===== config.mk =====
export PLATFORM = sky130hd
export DESIGN_NAME = control_sequencer_flat
export DESIGN_NICKNAME = d
export VERILOG_FILES = /design/src/rtl/control_sequencer_pkg.sv /design/src/rtl/control_sequencer_if.sv /design/src/rtl/control_sequencer_decoder.sv /design/src/rtl/control_sequencer.sv /design/src/flat_wrapper.sv
export SDC_FILE = /design/constraint.sdc
export NUM_CORES = 1
export LEC_CHECK = 0
export CAP_MARGIN = 20
export CORE_MARGIN = 4
export CORE_UTILIZATION = 40
export CTS_BUF_LIST = sky130_fd_sc_hd__clkbuf_4 sky130_fd_sc_hd__clkbuf_8
export DETAILED_ROUTE_END_ITERATION = 10
export GPL_TIMING_DRIVEN = 0
export PLACE_DENSITY = 0.82
export SLEW_MARGIN = 20
export SYNTH_ARGS = -nofsm -noshare
export SYNTH_HDL_FRONTEND = slang
export SYNTH_HIERARCHICAL = 1
export SYNTH_SLANG_ARGS = --single-unit

===== constraint.sdc =====
create_clock -name clk -period 2 [get_ports clk]
set_input_delay 0.3 -clock clk [delete_from_list [all_inputs] [get_ports clk]]
set_output_delay 0.3 -clock clk [all_outputs]
set_load 0.005 [all_outputs]

===== src/rtl/control_sequencer_pkg.sv =====
// Shared definitions for the control sequencer: opcodes, T-state one-hot codes,
// control-word bit positions and the sequencer state type.
package control_sequencer_pkg;

  localparam int OPCODE_W = 4;
  localparam int NUM_T    = 6;

  localparam logic [OPCODE_W-1:0] OP_LDA = 4'b0000;
  localparam logic [OPCODE_W-1:0] OP_ADD = 4'b0001;
  localparam logic [OPCODE_W-1:0] OP_SUB = 4'b0010;
  localparam logic [OPCODE_W-1:0] OP_STA = 4'b0011;
  localparam logic [OPCODE_W-1:0] OP_JMP = 4'b0100;
  localparam logic [OPCODE_W-1:0] OP_JZ  = 4'b0101;
  localparam logic [OPCODE_W-1:0] OP_OUT = 4'b1110;
  localparam logic [OPCODE_W-1:0] OP_HLT = 4'b1111;

  localparam logic [NUM_T-1:0] T1_OH = 6'b000001;
  localparam logic [NUM_T-1:0] T2_OH = 6'b000010;
  localparam logic [NUM_T-1:0] T3_OH = 6'b000100;
  localparam logic [NUM_T-1:0] T4_OH = 6'b001000;
  localparam logic [NUM_T-1:0] T5_OH = 6'b010000;
  localparam logic [NUM_T-1:0] T6_OH = 6'b100000;

  localparam int CW_PC_OUT   = 0;
  localparam int CW_PC_INC   = 1;
  localparam int CW_PC_LOAD  = 2;
  localparam int CW_MAR_LOAD = 3;
  localparam int CW_MEM_OUT  = 4;
  localparam int CW_MEM_WE   = 5;
  localparam int CW_IR_LOAD  = 6;
  localparam int CW_IR_OE    = 7;
  localparam int CW_A_LOAD   = 8;
  localparam int CW_A_OUT    = 9;
  localparam int CW_B_LOAD   = 10;
  localparam int CW_ALU_OUT  = 11;
  localparam int CW_ALU_SUB  = 12;
  localparam int CW_OUT_LOAD = 13;
  localparam int CW_W        = 14;

  typedef logic [CW_W-1:0] ctrl_word_t;

  typedef enum logic [2:0] {
    S_T1   = 3'd0,
    S_T2   = 3'd1,
    S_T3   = 3'd2,
    S_T4   = 3'd3,
    S_T5   = 3'd4,
    S_T6   = 3'd5,
    S_HALT = 3'd6
  } seq_state_t;

  // Final T-state that carries strobes for each opcode; used to shorten the ring.
  function automatic seq_state_t last_state(input logic [OPCODE_W-1:0] op);
    case (op)
      OP_LDA, OP_STA: return S_T5;
      OP_ADD, OP_SUB: return S_T6;
      default:        return S_T4;
    endcase
  endfunction

endpackage


===== src/rtl/control_sequencer_if.sv =====
// Bundle between the control sequencer (slave side) and the CPU datapath (master side).
interface control_sequencer_if;
  import control_sequencer_pkg::*;

  logic                run;
  logic [OPCODE_W-1:0] opcode;
  logic                zero_flag;
  logic [NUM_T-1:0]    tstate;
  logic                pc_out;
  logic                pc_inc;
  logic                pc_load;
  logic                mar_load;
  logic                mem_out;
  logic                mem_we;
  logic                ir_load;
  logic                ir_oe;
  logic                a_load;
  logic                a_out;
  logic                b_load;
  logic                alu_out;
  logic                alu_sub;
  logic                out_load;
  logic                halted;

  modport slave (
    input  run, opcode, zero_flag,
    output tstate, pc_out, pc_inc, pc_load, mar_load, mem_out, mem_we, ir_load, ir_oe,
           a_load, a_out, b_load, alu_out, alu_sub, out_load, halted
  );

  modport master (
    output run, opcode, zero_flag,
    input  tstate, pc_out, pc_inc, pc_load, mar_load, mem_out, mem_we, ir_load, ir_oe,
           a_load, a_out, b_load, alu_out, alu_sub, out_load, halted
  );

endinterface


===== src/rtl/control_sequencer_decoder.sv =====
// Purely combinational microcode table: (opcode, one-hot T-state, zero flag) -> control word.
module ctrl_decoder
  import control_sequencer_pkg::*;
(
  input  logic [OPCODE_W-1:0] opcode,
  input  logic [NUM_T-1:0]    tstate,
  input  logic                zero_flag,
  output ctrl_word_t          cw
);

  always_comb begin
    cw = '0;
    // Fetch is identical for every opcode.
    if (tstate[0]) begin
      cw[CW_PC_OUT]   = 1'b1;
      cw[CW_MAR_LOAD] = 1'b1;
    end
    if (tstate[1]) cw[CW_PC_INC] = 1'b1;
    if (tstate[2]) begin
      cw[CW_MEM_OUT] = 1'b1;
      cw[CW_IR_LOAD] = 1'b1;
    end

    case (opcode)
      OP_LDA: begin
        if (tstate[3]) begin
          cw[CW_IR_OE]    = 1'b1;
          cw[CW_MAR_LOAD] = 1'b1;
        end
        if (tstate[4]) begin
          cw[CW_MEM_OUT] = 1'b1;
          cw[CW_A_LOAD]  = 1'b1;
        end
      end
      OP_ADD, OP_SUB: begin
        if (tstate[3]) begin
          cw[CW_IR_OE]    = 1'b1;
          cw[CW_MAR_LOAD] = 1'b1;
        end
        if (tstate[4]) begin
          cw[CW_MEM_OUT] = 1'b1;
          cw[CW_B_LOAD]  = 1'b1;
        end
        if (tstate[5]) begin
          cw[CW_ALU_OUT] = 1'b1;
          cw[CW_A_LOAD]  = 1'b1;
          cw[CW_ALU_SUB] = (opcode == OP_SUB);
        end
      end
      OP_STA: begin
        if (tstate[3]) begin
          cw[CW_IR_OE]    = 1'b1;
          cw[CW_MAR_LOAD] = 1'b1;
        end
        if (tstate[4]) begin
          cw[CW_A_OUT]  = 1'b1;
          cw[CW_MEM_WE] = 1'b1;
        end
      end
      OP_JMP: begin
        if (tstate[3]) begin
          cw[CW_IR_OE]   = 1'b1;
          cw[CW_PC_LOAD] = 1'b1;
        end
      end
      OP_JZ: begin
        if (tstate[3] && zero_flag) begin
          cw[CW_IR_OE]   = 1'b1;
          cw[CW_PC_LOAD] = 1'b1;
        end
      end
      OP_OUT: begin
        if (tstate[3]) begin
          cw[CW_A_OUT]    = 1'b1;
          cw[CW_OUT_LOAD] = 1'b1;
        end
      end
      default: ;
    endcase
  end

endmodule


===== src/rtl/control_sequencer.sv =====
// CPU control sequencer: T1..T6 ring plus sticky HALT, with gated one-hot strobes.
// Define CTRL_EARLY_END_EN to return to T1 right after each opcode's last active T-state.
module control_sequencer
  import control_sequencer_pkg::*;
(
  input  logic                clk,
  input  logic                rst_n,
  control_sequencer_if.slave  bus
);

  seq_state_t       state_reg;
  seq_state_t       state_next;
  logic [NUM_T-1:0] tstate;
  ctrl_word_t       cw;
  ctrl_word_t       cw_gated;
  logic             active;

  always_ff @(posedge clk or negedge rst_n) begin
    if (!rst_n) state_reg <= S_T1;
    else        state_reg <= state_next;
  end

  always_comb begin
    state_next = state_reg;
    if (bus.run && state_reg != S_HALT) begin
      if (state_reg == S_T4 && bus.opcode == OP_HLT) begin
        state_next = S_HALT;
`ifdef CTRL_EARLY_END_EN
      end else if (state_reg == last_state(bus.opcode)) begin
        state_next = S_T1;
`endif
      end else begin
        case (state_reg)
          S_T1:    state_next = S_T2;
          S_T2:    state_next = S_T3;
          S_T3:    state_next = S_T4;
          S_T4:    state_next = S_T5;
          S_T5:    state_next = S_T6;
          default: state_next = S_T1;
        endcase
      end
    end
  end

  always_comb begin
    case (state_reg)
      S_T1:    tstate = T1_OH;
      S_T2:    tstate = T2_OH;
      S_T3:    tstate = T3_OH;
      S_T4:    tstate = T4_OH;
      S_T5:    tstate = T5_OH;
      S_T6:    tstate = T6_OH;
      default: tstate = '0;
    endcase
  end

  ctrl_decoder u_decoder (
    .opcode    (bus.opcode),
    .tstate    (tstate),
    .zero_flag (bus.zero_flag),
    .cw        (cw)
  );

  // rst_n is folded in combinationally so strobes drop the instant reset asserts.
  assign active   = rst_n && bus.run && (state_reg != S_HALT);
  assign cw_gated = active ? cw : '0;

  assign bus.tstate   = tstate;
  assign bus.halted   = (state_reg == S_HALT);
  assign bus.pc_out   = cw_gated[CW_PC_OUT];
  assign bus.pc_inc   = cw_gated[CW_PC_INC];
  assign bus.pc_load  = cw_gated[CW_PC_LOAD];
  assign bus.mar_load = cw_gated[CW_MAR_LOAD];
  assign bus.mem_out  = cw_gated[CW_MEM_OUT];
  assign bus.mem_we   = cw_gated[CW_MEM_WE];
  assign bus.ir_load  = cw_gated[CW_IR_LOAD];
  assign bus.ir_oe    = cw_gated[CW_IR_OE];
  assign bus.a_load   = cw_gated[CW_A_LOAD];
  assign bus.a_out    = cw_gated[CW_A_OUT];
  assign bus.b_load   = cw_gated[CW_B_LOAD];
  assign bus.alu_out  = cw_gated[CW_ALU_OUT];
  assign bus.alu_sub  = cw_gated[CW_ALU_SUB];
  assign bus.out_load = cw_gated[CW_OUT_LOAD];

endmodule

===== src/flat_wrapper.sv =====
// flat-port wrapper written by rule: the top's interface ports become plain ports
module control_sequencer_flat import control_sequencer_pkg::*;
  (clk, rst_n, bus_run, bus_opcode, bus_zero_flag, bus_tstate, bus_pc_out, bus_pc_inc, bus_pc_load, bus_mar_load, bus_mem_out, bus_mem_we, bus_ir_load, bus_ir_oe, bus_a_load, bus_a_out, bus_b_load, bus_alu_out, bus_alu_sub, bus_out_load, bus_halted);
  control_sequencer_if bus_i ();
  input  logic clk;
  input  logic rst_n;
  input wire logic [$bits(bus_i.run)-1:0] bus_run;
  input wire logic [$bits(bus_i.opcode)-1:0] bus_opcode;
  input wire logic [$bits(bus_i.zero_flag)-1:0] bus_zero_flag;
  output wire logic [$bits(bus_i.tstate)-1:0] bus_tstate;
  output wire logic [$bits(bus_i.pc_out)-1:0] bus_pc_out;
  output wire logic [$bits(bus_i.pc_inc)-1:0] bus_pc_inc;
  output wire logic [$bits(bus_i.pc_load)-1:0] bus_pc_load;
  output wire logic [$bits(bus_i.mar_load)-1:0] bus_mar_load;
  output wire logic [$bits(bus_i.mem_out)-1:0] bus_mem_out;
  output wire logic [$bits(bus_i.mem_we)-1:0] bus_mem_we;
  output wire logic [$bits(bus_i.ir_load)-1:0] bus_ir_load;
  output wire logic [$bits(bus_i.ir_oe)-1:0] bus_ir_oe;
  output wire logic [$bits(bus_i.a_load)-1:0] bus_a_load;
  output wire logic [$bits(bus_i.a_out)-1:0] bus_a_out;
  output wire logic [$bits(bus_i.b_load)-1:0] bus_b_load;
  output wire logic [$bits(bus_i.alu_out)-1:0] bus_alu_out;
  output wire logic [$bits(bus_i.alu_sub)-1:0] bus_alu_sub;
  output wire logic [$bits(bus_i.out_load)-1:0] bus_out_load;
  output wire logic [$bits(bus_i.halted)-1:0] bus_halted;
  assign bus_i.run = bus_run;
  assign bus_i.opcode = bus_opcode;
  assign bus_i.zero_flag = bus_zero_flag;
  assign bus_tstate = bus_i.tstate;
  assign bus_pc_out = bus_i.pc_out;
  assign bus_pc_inc = bus_i.pc_inc;
  assign bus_pc_load = bus_i.pc_load;
  assign bus_mar_load = bus_i.mar_load;
  assign bus_mem_out = bus_i.mem_out;
  assign bus_mem_we = bus_i.mem_we;
  assign bus_ir_load = bus_i.ir_load;
  assign bus_ir_oe = bus_i.ir_oe;
  assign bus_a_load = bus_i.a_load;
  assign bus_a_out = bus_i.a_out;
  assign bus_b_load = bus_i.b_load;
  assign bus_alu_out = bus_i.alu_out;
  assign bus_alu_sub = bus_i.alu_sub;
  assign bus_out_load = bus_i.out_load;
  assign bus_halted = bus_i.halted;
  control_sequencer u_core (.clk(clk), .rst_n(rst_n), .bus(bus_i));
endmodule

* Word-level counts from Yosys, hierarchy flattened
Cells that the tools add are included.
Operators by class: equal/unequal tests 14, mux-type cells 23, reduce and logical (&&, ||, !) cells 11
Operator list (count):
- 6-bit case mux with 6 select lines | 1
- 3-bit case mux with 5 select lines | 1
- 14-bit two-way mux | 1
- 1-bit two-way mux | 13
- 3-bit == test (second input constant) | 3
- 4-bit by 2-bit == test with 1-bit output (second input constant) | 2
- 4-bit by 3-bit == test with 1-bit output (second input constant) | 2
- 4-bit == test (second input constant) | 2
- 1-bit case mux with 2 select lines | 4
- 3-bit by 2-bit == test with 1-bit output (second input constant) | 2
- 3-bit two-way mux | 2
- 1-bit logical AND | 5
- 5-bit OR reduction | 1
- 4-bit by 1-bit == test with 1-bit output (second input constant) | 1
- 4-bit zero test | 1
- 4-bit OR reduction | 1
- 3-bit by 1-bit == test with 1-bit output (second input constant) | 1
- 3-bit zero test | 1
- 3-bit inequality test (second input constant) | 1
- 3-bit OR reduction | 1
- 2-bit two-way mux | 1
- 2-bit OR reduction | 1
Word-level totals: bits in registers 3, input bits 8, output and inout port bits 21, word-level logic and storage cells 49

* Depth between registers and ports, before layout
Gate-level depths: netlist of run 1.
depth in word-level cells 6, mapped depth 6, depth with buffers taken out 5

* Modules after synthesis
Netlist of run 1, hierarchy kept.
Modules (own cells, without submodules):
- control_sequencer | instances 1, cells each 39, area an instance 392.9 um^2, seq. area each 75.1 um^2
- ctrl_decoder | instances 1, cells each 27, area an instance 166.4 um^2, seq. area each 0.0 um^2

* Worst setup path before layout of run 1
No wires, ideal clock.
path type register to output, start register u_core.state_reg[0], end output port bus_a_out, arrival time 1.433 ns, required time 1.700 ns, path slack 0.267 ns, cell stages (with the launch flop) 6, buffers on the path 1, path through dfrtp_1 > buf_2 > nor3b_1 > and3_1 > o21a_1 > nor3b_2
On the way: word-level cells in the longest chain between the ends 5, elaborated cells on any way between the ends 13, those cells by class eq/ne (6); mux (5); reduce/logical (2)
RTL lines:
- start, declared | line control_sequencer.sv:11 | seq_state_t state_reg;
- start signal, assigned | line control_sequencer.sv:20 | else state_reg <= state_next;
- 3-bit == test, or another cell as far along | line control_sequencer.sv:46 | case (state_reg)
- 6-bit case mux with 6 select lines * | line control_sequencer.sv:46
- via bus_tstate[4] | line flat_wrapper.sv:10 | output wire logic [$bits(bus_i.tstate)-1:0] bus_tstate;
- 1-bit two-way mux * | line control_sequencer_decoder.sv:55 | if (tstate[4]) begin
- 1-bit case mux with 2 select lines * | line control_sequencer_decoder.sv:24 | case (opcode)
- via u_core.cw[9] | line control_sequencer.sv:14 | ctrl_word_t cw;
- 14-bit two-way mux * | line control_sequencer.sv:66 | assign cw_gated = active ? cw : '0;
- end, declared | line flat_wrapper.sv:20 | output wire logic [$bits(bus_i.a_out)-1:0] bus_a_out;
The timed path passes the listed nets; every way through them passes the cells marked *.

* Worst setup path in the final report of run 1
start register u_core.state_reg[2], end output port bus_halted
On the way: word-level cells in the longest chain between the ends 1
RTL lines:
- 3-bit == test | line control_sequencer.sv:69 | assign bus.halted = (state_reg == S_HALT);
- end, declared | line flat_wrapper.sv:25 | output wire logic [$bits(bus_i.halted)-1:0] bus_halted;
No other way between the ends.

==> reports/results.ini, run 1 <==
[clock_tree]
cts_tree = yes
cts-root-buf = clkbuf_4
h-tree-depth = 1
clock_path_buffers = 2
clk_pin_slew_ns = 0.04
clk_latency_ns = 0.23
clock_sink_count = 3
numCtsBuffers = 3

[critical_path]
slowest_delay_ns = 0.50
critPathMaxFanout = 10
crit_chain = buf_6 > and3b_1 > buf_6 > buf_12 > clkdlybuf4s50_1
cp_top_family = buffers and inverters
slowest_stage = clkdlybuf4s50_1
critPathArrivalTime_ns = 1.71
end_kind = output pin
path_common_cell = buf_6
path_buf_inv = 4
required_ns = 1.70
crit_type = register to output pin
crit_path_start_kind = register

[logic_synthesis]
yosys_warnings = 6
synth_cell_types = 29
yosys-top-cells-area = nor3b_2, dfrtp_1, nor3b_1
synthArstFlopShare = 1.000
synth_most_common_cell = nor3b_1
synthFlopType = dfrtp_1
avgSynthCellArea_sq_um = 8.474
synth_seq_cells = 3
synth_area_leader_cell = nor3b_2
seq_area_frac_synth = 0.1342
synth_common_cells = nor3b_1, nor2_1, nor3b_2, nand2_1
synth_edf_count = 0
synthesis.area_sq_um = 559.3
syn_inst = 66
synth_nets = 74
synth_top_area_frac = 0.1790

[timing]
max_freq_ghz = 0.4979
maxSlewViolCount = 0
worst_slack_ns = -0.008488
slew_headroom = 0.8015
hold_viol = 0
worst_slew_pin_slew_ns = 0.2977
holdWs_ns = 0.5740
clock_skew_ns = 0.005022
setup_viol = 1
finalCriticalPeriod_ns = 2.008
rsz0062_at_grt = true
min_period_over_period = 1.004

[worst_hold_path]
hold_class = primary input to async pin

[final_layout]
layoutNonFillerInstCount = 123
synthToLayoutAreaGrowth_pct = 80.54
multi_input_area_sq_um = 490.5
num_antenna_cells = 0
design_area_sq_um = 1010
fin_nets = 117
drive_above_1_share = 0.5370
largest_reg_flops = 3
fill_cells = 97
regArea_sq_um = 76.32

[grt]
grt_pass1_wl_um = 2594
grt.total_usage = 0.1750
gr-total-overflow = 0
grt_pass1_vias = 580
grt_max_degree = 11
grt_antenna_before_repair = 0

[routing]
routed_wl_um = 1754
routed_via_density = 5.260
via_count = 647
drt_iter0_markers = 10
wire_per_inst_um = 14.26
postRouteAntennaNets = 0
dr.pass1.iters = 4
drcViolationCount = 0

[floorplan]
coreArea_sq_um = 1301
die_x_um = 45.39
die_area_sq_um = 2060
die_h_um = 45.39
placementRows = 13
initial_utilization = 0.4298
ioPinCount = 29

[placed_design]
dp_cells = 109
gp_congestion = 0.7626
dp_slack_ns = -0.4654
placed_area_sq_um = 858.3
port_buffers = 28
dpl.hpwl_um = 1166

[status]
violations = negative setup slack
status = complete, but fails checks

[power_and_ir_drop]
seqPwrFrac = 0.144
p_leak_nw = 0.4774
swShare = 0.3760
clockPowerShare = 0.118
totalPowerFinal_mw = 1.009
internal-power_mw = 0.6296
power_density_nw_per_um2 = 999.4
pwr-share-comb = 0.738
p_sw_mw = 0.3794
ir_worst_vdd_mv = 0.8340

[job]
maxCapViolCount = 0

==> power by group through the flow <==
| stage | Combinational (mW) | Clock, mW | Sequential (mW) |
|---|---|---|---|
| final | 0.745 | 0.119 | 0.145 |
| after global routing | 0.796 | 0.134 | 0.149 |
| after CTS | 0.671 | 0.128 | 0.145 |
| after detailed placement | 0.571 | 0 | 0.125 |
| after global placement | 0.559 | 0 | 0.120 |
| after floorplan | 0.361 | 0 | 0.114 |
==> what timing repair did <==
action	in CTS	in global routing
buffers inserted	4	2
cloned	1	0
setup endpoints to repair	15	13
hold buffers	3	0
endpoints found under the hold margin	1	0
resized for setup	41	25
pin swaps	3	2
==> per-stage QoR <==
step             util  setup TNS, ns
6_report       0.7760      -0.008488
5_1_grt        0.7760        -0.2855
3_3_place_gp   0.6596         -4.175
2_1_floorplan       -              0
3_5_place_dp   0.6596         -4.470
4_1_cts        0.7625        -0.1146
==> cell type report <==
class	count	area share
Clock buffer	4	0.02974
Sequential cell	3	0.07559
Timing Repair Buffer	38	0.3073
Tap cell	15	0.01859
Multi-Input combinational cell	55	0.4857
Buffer	8	0.08302
==> layer usage <==
metal	track usage	up-vias	part of all wire
met5	0	-	0
met4	0.08772	0	0
li1	-	319	-
met1	0.2139	315	0.40
met3	0.02767	0	0.043
met2	0.2925	13	0.55
==> logic make-up after synthesis <==
kind of cell	share of synthesized area
XOR/XNOR	0.03133
AND/OR/NAND/NOR	0.5862
buffers and inverters	0.1342
multiplexers	0.02013
AO/OA/AOI/OAI	0.09396
flip-flops	0.1342
==> cells in the final DEF, fill, tap and decap left out, types with 2 or more instances in the layout <==
cell type	netlist	layout
a31o_2	2	2
and3_1	3	3
and3b_2	2	2
buf_2	2	2
buf_4	3	11
buf_6	2	4
clkbuf_2	0	8
clkbuf_4	0	4
clkdlybuf4s50_1	0	7
dfrtp_1	3	2
dlygate4sd2_1	0	7
dlygate4sd3_1	0	3
dlymetal6s2s_1	0	2
nand2_1	5	4
nor2_1	8	7
nor3b_2	8	14
nor3b_4	0	2
o21a_1	2	2
==> path summary, 6_finish.rpt <==
path	startpoint	endpoint	slack, ns	cells past startpoint
setup / recovery	u_core/state_reg[2]	bus_halted	-0.008	5
hold reg to reg	u_core/state_reg[2]	u_core/state_reg[2]	0.70	2
setup reg to reg	u_core/state_reg[0]	u_core/state_reg[1]	0.79	4
max in group asynchronous	rst_n	u_core/state_reg[0]	1.30	2
hold / removal	rst_n	u_core/state_reg[1]	0.57	2
min in group clk	bus_run	u_core/state_reg[0]	0.61	3
Power figures use the tool's default switching activity.
==> run 2: changes to the inputs <==
--- a/config.mk
+++ b/config.mk
@@ -6,13 +6,12 @@
 export NUM_CORES = 1
 export LEC_CHECK = 0
 export CAP_MARGIN = 20
-export CORE_MARGIN = 4
+export CORE_MARGIN = 5
 export CORE_UTILIZATION = 40
 export CTS_BUF_LIST = sky130_fd_sc_hd__clkbuf_4 sky130_fd_sc_hd__clkbuf_8
 export DETAILED_ROUTE_END_ITERATION = 10
 export GPL_TIMING_DRIVEN = 0
 export PLACE_DENSITY = 0.82
-export SLEW_MARGIN = 20
 export SYNTH_ARGS = -nofsm -noshare
 export SYNTH_HDL_FRONTEND = slang
 export SYNTH_HIERARCHICAL = 1
==> run 2 against run 1 <==
The flow now finishes without violations; wire length rose by 8.0%; highest routed layer is now met4; cell count did not move; critical endpoint is now bus_mar_load; largest power group unchanged; sequential power fell by 3%.
==> reports/results.ini, run 2 (synthesis gave the netlist of run 1 again) <==
[status]
status = completed

[final_layout]
regArea_sq_um = 76.32
num_antenna_cells = 0
final_cell_mix = buf_4, dlygate4sd2_1, nor3b_2
largest_reg_flops = 3
fill_cells = 97
drive_above_1_share = 0.4907
layout_commonest_cell = buf_4
fin_nets = 117
layoutNonFillerInstCount = 123
synthToLayoutAreaGrowth_pct = 76.96
multi_input_area_sq_um = 467.9

[critical_path]
ff2ff_setup_slack_ns = 0.83
r2r_end = u_core/state_reg[1]
timing.rr.start = u_core/state_reg[0]
critPathArrivalTime_ns = 1.66
path_buf_inv = 2
required_ns = 1.70
slowest_delay_ns = 0.36
worst-r2r-cell-count = 4
crit_path_start_kind = register
end_kind = output pin
crit_chain = buf_6 > and3b_2 > nand2b_1 > o21bai_1 > nor3b_1 > dlygate4sd2_1
critPathMaxFanout = 9
cp_top_family = simple AND/OR/NAND/NOR gates
slowest_stage = dfrtp_1
crit_type = register to output pin

[floorplan]
placementRows = 13
die_area_sq_um = 2246
die_x_um = 47.39
initial_utilization = 0.4245
die_h_um = 47.39
ioPinCount = 29
coreArea_sq_um = 1318

[grt]
grt_pass1_wl_um = 3029
gr-total-overflow = 0
grt.total_usage = 0.1925
grt_antenna_before_repair = 0
grt_max_degree = 11
grt_pass1_vias = 646

[power_and_ir_drop]
swShare = 0.3745
clockPowerShare = 0.123
p_sw_mw = 0.3589
seqPwrFrac = 0.147
pwr-share-comb = 0.730
p_leak_nw = 0.4746
power_density_nw_per_um2 = 968.5
internal-power_mw = 0.5996
ir_worst_vdd_mv = 0.7290

[clock_tree]
h-tree-depth = 1
cts_tree = yes
clock_path_buffers = 2
clk_pin_slew_ns = 0.04
cts-root-buf = clkbuf_4
clock_sink_count = 3
clk_latency_ns = 0.23
numCtsBuffers = 3

[timing]
setup_viol = 0
min_period_over_period = 0.9801
worst_slew_pin_slew_ns = 0.3177
finalCriticalPeriod_ns = 1.960
slew_headroom = 0.7882
hold_viol = 0
rsz0062_at_grt = true
fin_tns_setup_ns = 0
clock_skew_ns = 0.001194
max_freq_ghz = 0.5102
maxSlewViolCount = 0

[routing]
via_count = 660
drcViolationCount = 0
routed_via_density = 5.366
dr.pass1.iters = 4
drt_iter0_markers = 18
wl_met1_um = 743
top_layer_used = met4
wl_met3_um = 113
routed_wl_um = 1894
wl_met2_um = 1019
postRouteAntennaNets = 0
wire_per_inst_um = 15.40

[placed_design]
port_buffers = 28
dpl.hpwl_um = 1264
dp_cells = 109
gp_congestion = 0.8078

[job]
maxCapViolCount = 0

[worst_hold_path]
worstHoldEndpoint = u_core/state_reg[1]
hold_class = primary input to register
min_delay_path_depth = 3
hold_start = bus_opcode[3]

-- run 2: changes by cell type in the layout (fill, tap and decap cells not counted), moves of 2 or more --
cell	before	now
dlygate4sd2_1	7	12
dlygate4sd3_1	3	1
nor3b_2	14	12
clkbuf_2	8	6
buf_4	11	13
nor3b_1	1	4
-- run 2: how the worst max path moves through the flow --
stage                              startpoint           end  depth (start not counted)
final                     u_core/state_reg[2]  bus_mar_load                          6
after global routing      u_core/state_reg[2]   bus_pc_load                          6
after CTS                 u_core/state_reg[0]     bus_a_out                          7
after detailed placement        bus_opcode[2]    bus_a_load                          6
after global placement          bus_opcode[2]    bus_a_load                          6
after floorplan           u_core/state_reg[0]     bus_a_out                          5
-- run 2: final cells by class --
class | instances | area share
timing repair buffer | 38 | 0.3161
multi-input combinational | 55 | 0.4728
sequential | 3 | 0.07712
clock buffer | 4 | 0.03034
tap | 15 | 0.01896
buffer | 8 | 0.08470
-- run 2: repair_timing --
item	CTS	global route
hold buffers	1	0
hold endpoints to repair	3	0
endpoints found under the setup margin	16	11
buffers inserted	8	1
pin swaps	4	2
resized for setup	40	14
-- run 2: per-stage QoR --
| step | hold slack (ns) | power [mW] | utilization | worst slack (ns) | cell area (sq um) |
|---|---|---|---|---|---|
| after floorplan | 0.004409 | 0.4759 | - | 0.2672 | 559.3 |
| after global placement | 0.5021 | 0.6809 | 0.6515 | -0.4346 | 858.3 |
| after detailed placement | 0.5048 | 0.6991 | 0.6515 | -0.4849 | 858.3 |
| after CTS | 0.5692 | 0.9581 | 0.7550 | -0.006913 | 994.7 |
| after global routing | 0.4985 | 1.029 | 0.7512 | -0.05694 | 989.7 |
| final | 0.4856 | 0.9585 | 0.7512 | 0.03984 | 989.7 |
-- run 2: power groups by stage --
stage | clock network (mW) | registers [mW] | logic, mW
2_1_floorplan | 0 | 0.114 | 0.361
3_3_place_gp | 0 | 0.120 | 0.561
3_5_place_dp | 0 | 0.122 | 0.577
4_1_cts | 0.125 | 0.139 | 0.695
5_1_grt | 0.130 | 0.149 | 0.750
6_report | 0.118 | 0.141 | 0.700
-- run 2: tightest hold or removal path, stage by stage --
cell	delay, ns
dlymetal6s2s_1	0.18
nand4_1	0.12
a211oi_1	0.07
-- run 2: per-layer routing --
metal	vias up	track usage
met4	0	0.09945
met1	319	0.2212
met5	-	0
met3	2	0.02682
met2	20	0.3396
li1	319	-
==> run 3: changes to the inputs <==
--- a/config.mk
+++ b/config.mk
@@ -6,12 +6,14 @@
 export NUM_CORES = 1
 export LEC_CHECK = 0
 export CAP_MARGIN = 20
-export CORE_MARGIN = 5
+export CORE_MARGIN = 8
 export CORE_UTILIZATION = 40
 export CTS_BUF_LIST = sky130_fd_sc_hd__clkbuf_4 sky130_fd_sc_hd__clkbuf_8
+export CTS_CLUSTER_DIAMETER = 40
 export DETAILED_ROUTE_END_ITERATION = 10
 export GPL_TIMING_DRIVEN = 0
 export PLACE_DENSITY = 0.82
+export RECOVER_POWER = 25
 export SYNTH_ARGS = -nofsm -noshare
 export SYNTH_HDL_FRONTEND = slang
 export SYNTH_HIERARCHICAL = 1
==> run 3 against run 2 <==
Clock skew hardly changed; the run now ends with negative setup slack left; largest power group unchanged; sequential share of layout area is 0.14 points lower; setup slack worse by 0.051 ns; wire length is 3.7% higher; combinational power is 8.7% higher; die area is 27% higher; first-iteration DRC count is 17% lower; hold slack better by 0.12 ns.
==> reports/results.ini, run 3 (synthesis gave the netlist of run 1 again) <==
[timing]
clock_skew_ns = 0.001224
finalCriticalPeriod_ns = 2.011
worst_slew_pin_slew_ns = 0.3277
maxSlewViolCount = 0
holdWs_ns = 0.6037
worst_slack_ns = -0.01068
setup_viol = 1
min_period_over_period = 1.005
hold_viol = 0
max_freq_ghz = 0.4973
fin_tns_setup_ns = -0.01068
rsz0062_at_grt = true
slew_headroom = 0.7815

[critical_path]
worst-r2r-cell-count = 4
crit_path_start_kind = register
crit_type = register to output pin
critPathArrivalTime_ns = 1.71
critPathMaxFanout = 9
timing.rr.start = u_core/state_reg[0]
required_ns = 1.70
ff2ff_setup_slack_ns = 0.78
r2r_end = u_core/state_reg[1]
end_kind = output pin

[clock_tree]
clk_pin_slew_ns = 0.03
cts_tree = yes
clk_latency_ns = 0.23
h-tree-depth = 1
clock_path_buffers = 2
numCtsBuffers = 3
clock_sink_count = 3
cts-root-buf = clkbuf_4

[floorplan]
ioPinCount = 29
die_h_um = 53.39
die_area_sq_um = 2850
coreArea_sq_um = 1301
die_x_um = 53.39
placementRows = 13
initial_utilization = 0.4298

[status]
status = complete, but fails checks
violations = negative setup slack

[placed_design]
dpl.hpwl_um = 1282
gp_congestion = 0.7483
port_buffers = 28

[power_and_ir_drop]
seqPwrFrac = 0.125
p_sw_mw = 0.3747
power_density_nw_per_um2 = 995.5
swShare = 0.3733
pwr-share-comb = 0.758
clockPowerShare = 0.117
internal-power_mw = 0.6292
p_leak_nw = 0.4902
ir_worst_vdd_mv = 0.7695

[routing]
routed_via_density = 5.545
drcViolationCount = 0
wire_per_inst_um = 16.23
routed_wl_um = 1964
via_count = 671
postRouteAntennaNets = 0
drt_iter0_markers = 15
dr.pass1.iters = 4

[grt]
grt.total_usage = 0.1306
grt_pass1_wl_um = 2863
grt_pass1_vias = 619
grt_max_degree = 11
gr-total-overflow = 0
grt_antenna_before_repair = 0

[final_layout]
final_cell_mix = nor3b_2, buf_4, dlygate4sd2_1
layout_commonest_cell = nor3b_2
drive_above_1_share = 0.5189
fin_nets = 115
synthToLayoutAreaGrowth_pct = 80.31
largest_reg_flops = 3
num_antenna_cells = 0
layout.core_utilization = 0.7750

[worst_hold_path]
hold_class = primary input to async pin

[job]
maxCapViolCount = 0

run 3: cell count changes in the layout (fill, tap and decap cells not counted), sizes merged:
cell,change
clkbuf,-2
clkdlybuf4s15,+1
dlygate4sd2,-2
dlymetal6s2s,+1
run 3: worst max-delay path, stage by stage, from the launching register on:
cell,delay [ns]
dfrtp_1,0.36
buf_6,0.14
and3b_2,0.28
nand3_1,0.11
nor2_1,0.13
o21a_1,0.14
nor3b_2,0.16
buf_2,0.14
run 3: metrics by stage:
step                      std cells  power, mW  area [sq um]  worst slack, ns
after CTS                       118     0.9173         969.7          -0.1501
final                           121      1.004          1008         -0.01068
after detailed placement        109     0.6954         858.3          -0.4552
after global placement          109     0.6833         858.3          -0.4382
after floorplan                  66     0.4759         559.3           0.2672
after global routing            121      1.068          1008          -0.1006
run 3: power by group through the flow:
stage	logic, mW	registers [mW]	clock network (mW)
after floorplan	0.361	0.114	0
after global placement	0.564	0.119	0
after detailed placement	0.574	0.122	0
after CTS	0.661	0.132	0.124
after global routing	0.813	0.128	0.126
final	0.761	0.126	0.118
run 3: layout make-up:
type	count	area [sq um]
Multi-Input combinational cell	55	496.7
Clock buffer	4	30.03
Sequential cell	3	76.32
Buffer	8	83.83
Timing Repair Buffer	36	302.8
Tap cell	15	18.77
Fill cell	102	292.8
run 3: per-layer routing:
| layer | track usage | routed length, um | share of wire | vias to the layer above |
|---|---|---|---|---|
| met4 | 0.06303 | 15 | 0.0076 | 0 |
| li1 | - | - | - | 315 |
| met2 | 0.2383 | 1022 | 0.52 | 31 |
| met5 | 0 | 0 | 0 | - |
| met3 | 0.02241 | 164 | 0.084 | 2 |
| met1 | 0.1397 | 762 | 0.39 | 323 |
run 3: how the worst max path moves through the flow:
| stage | from | slack [ns] | end |
|---|---|---|---|
| 2_1_floorplan | u_core/state_reg[0] | 0.27 | bus_a_out |
| 3_3_place_gp | bus_opcode[2] | -0.44 | bus_a_load |
| 3_5_place_dp | bus_opcode[2] | -0.46 | bus_a_out |
| 4_1_cts | u_core/state_reg[0] | -0.15 | bus_mem_out |
| 5_1_grt | u_core/state_reg[0] | -0.10 | bus_a_out |
| 6_report | u_core/state_reg[2] | -0.01 | bus_a_out |
run 3: repair_timing:
action	CTS	global route
hold buffers	1	0
setup endpoints to repair	16	8
hold endpoints to repair	3	0
pin swaps	2	1
buffers inserted	4	3
resized for setup	43	19
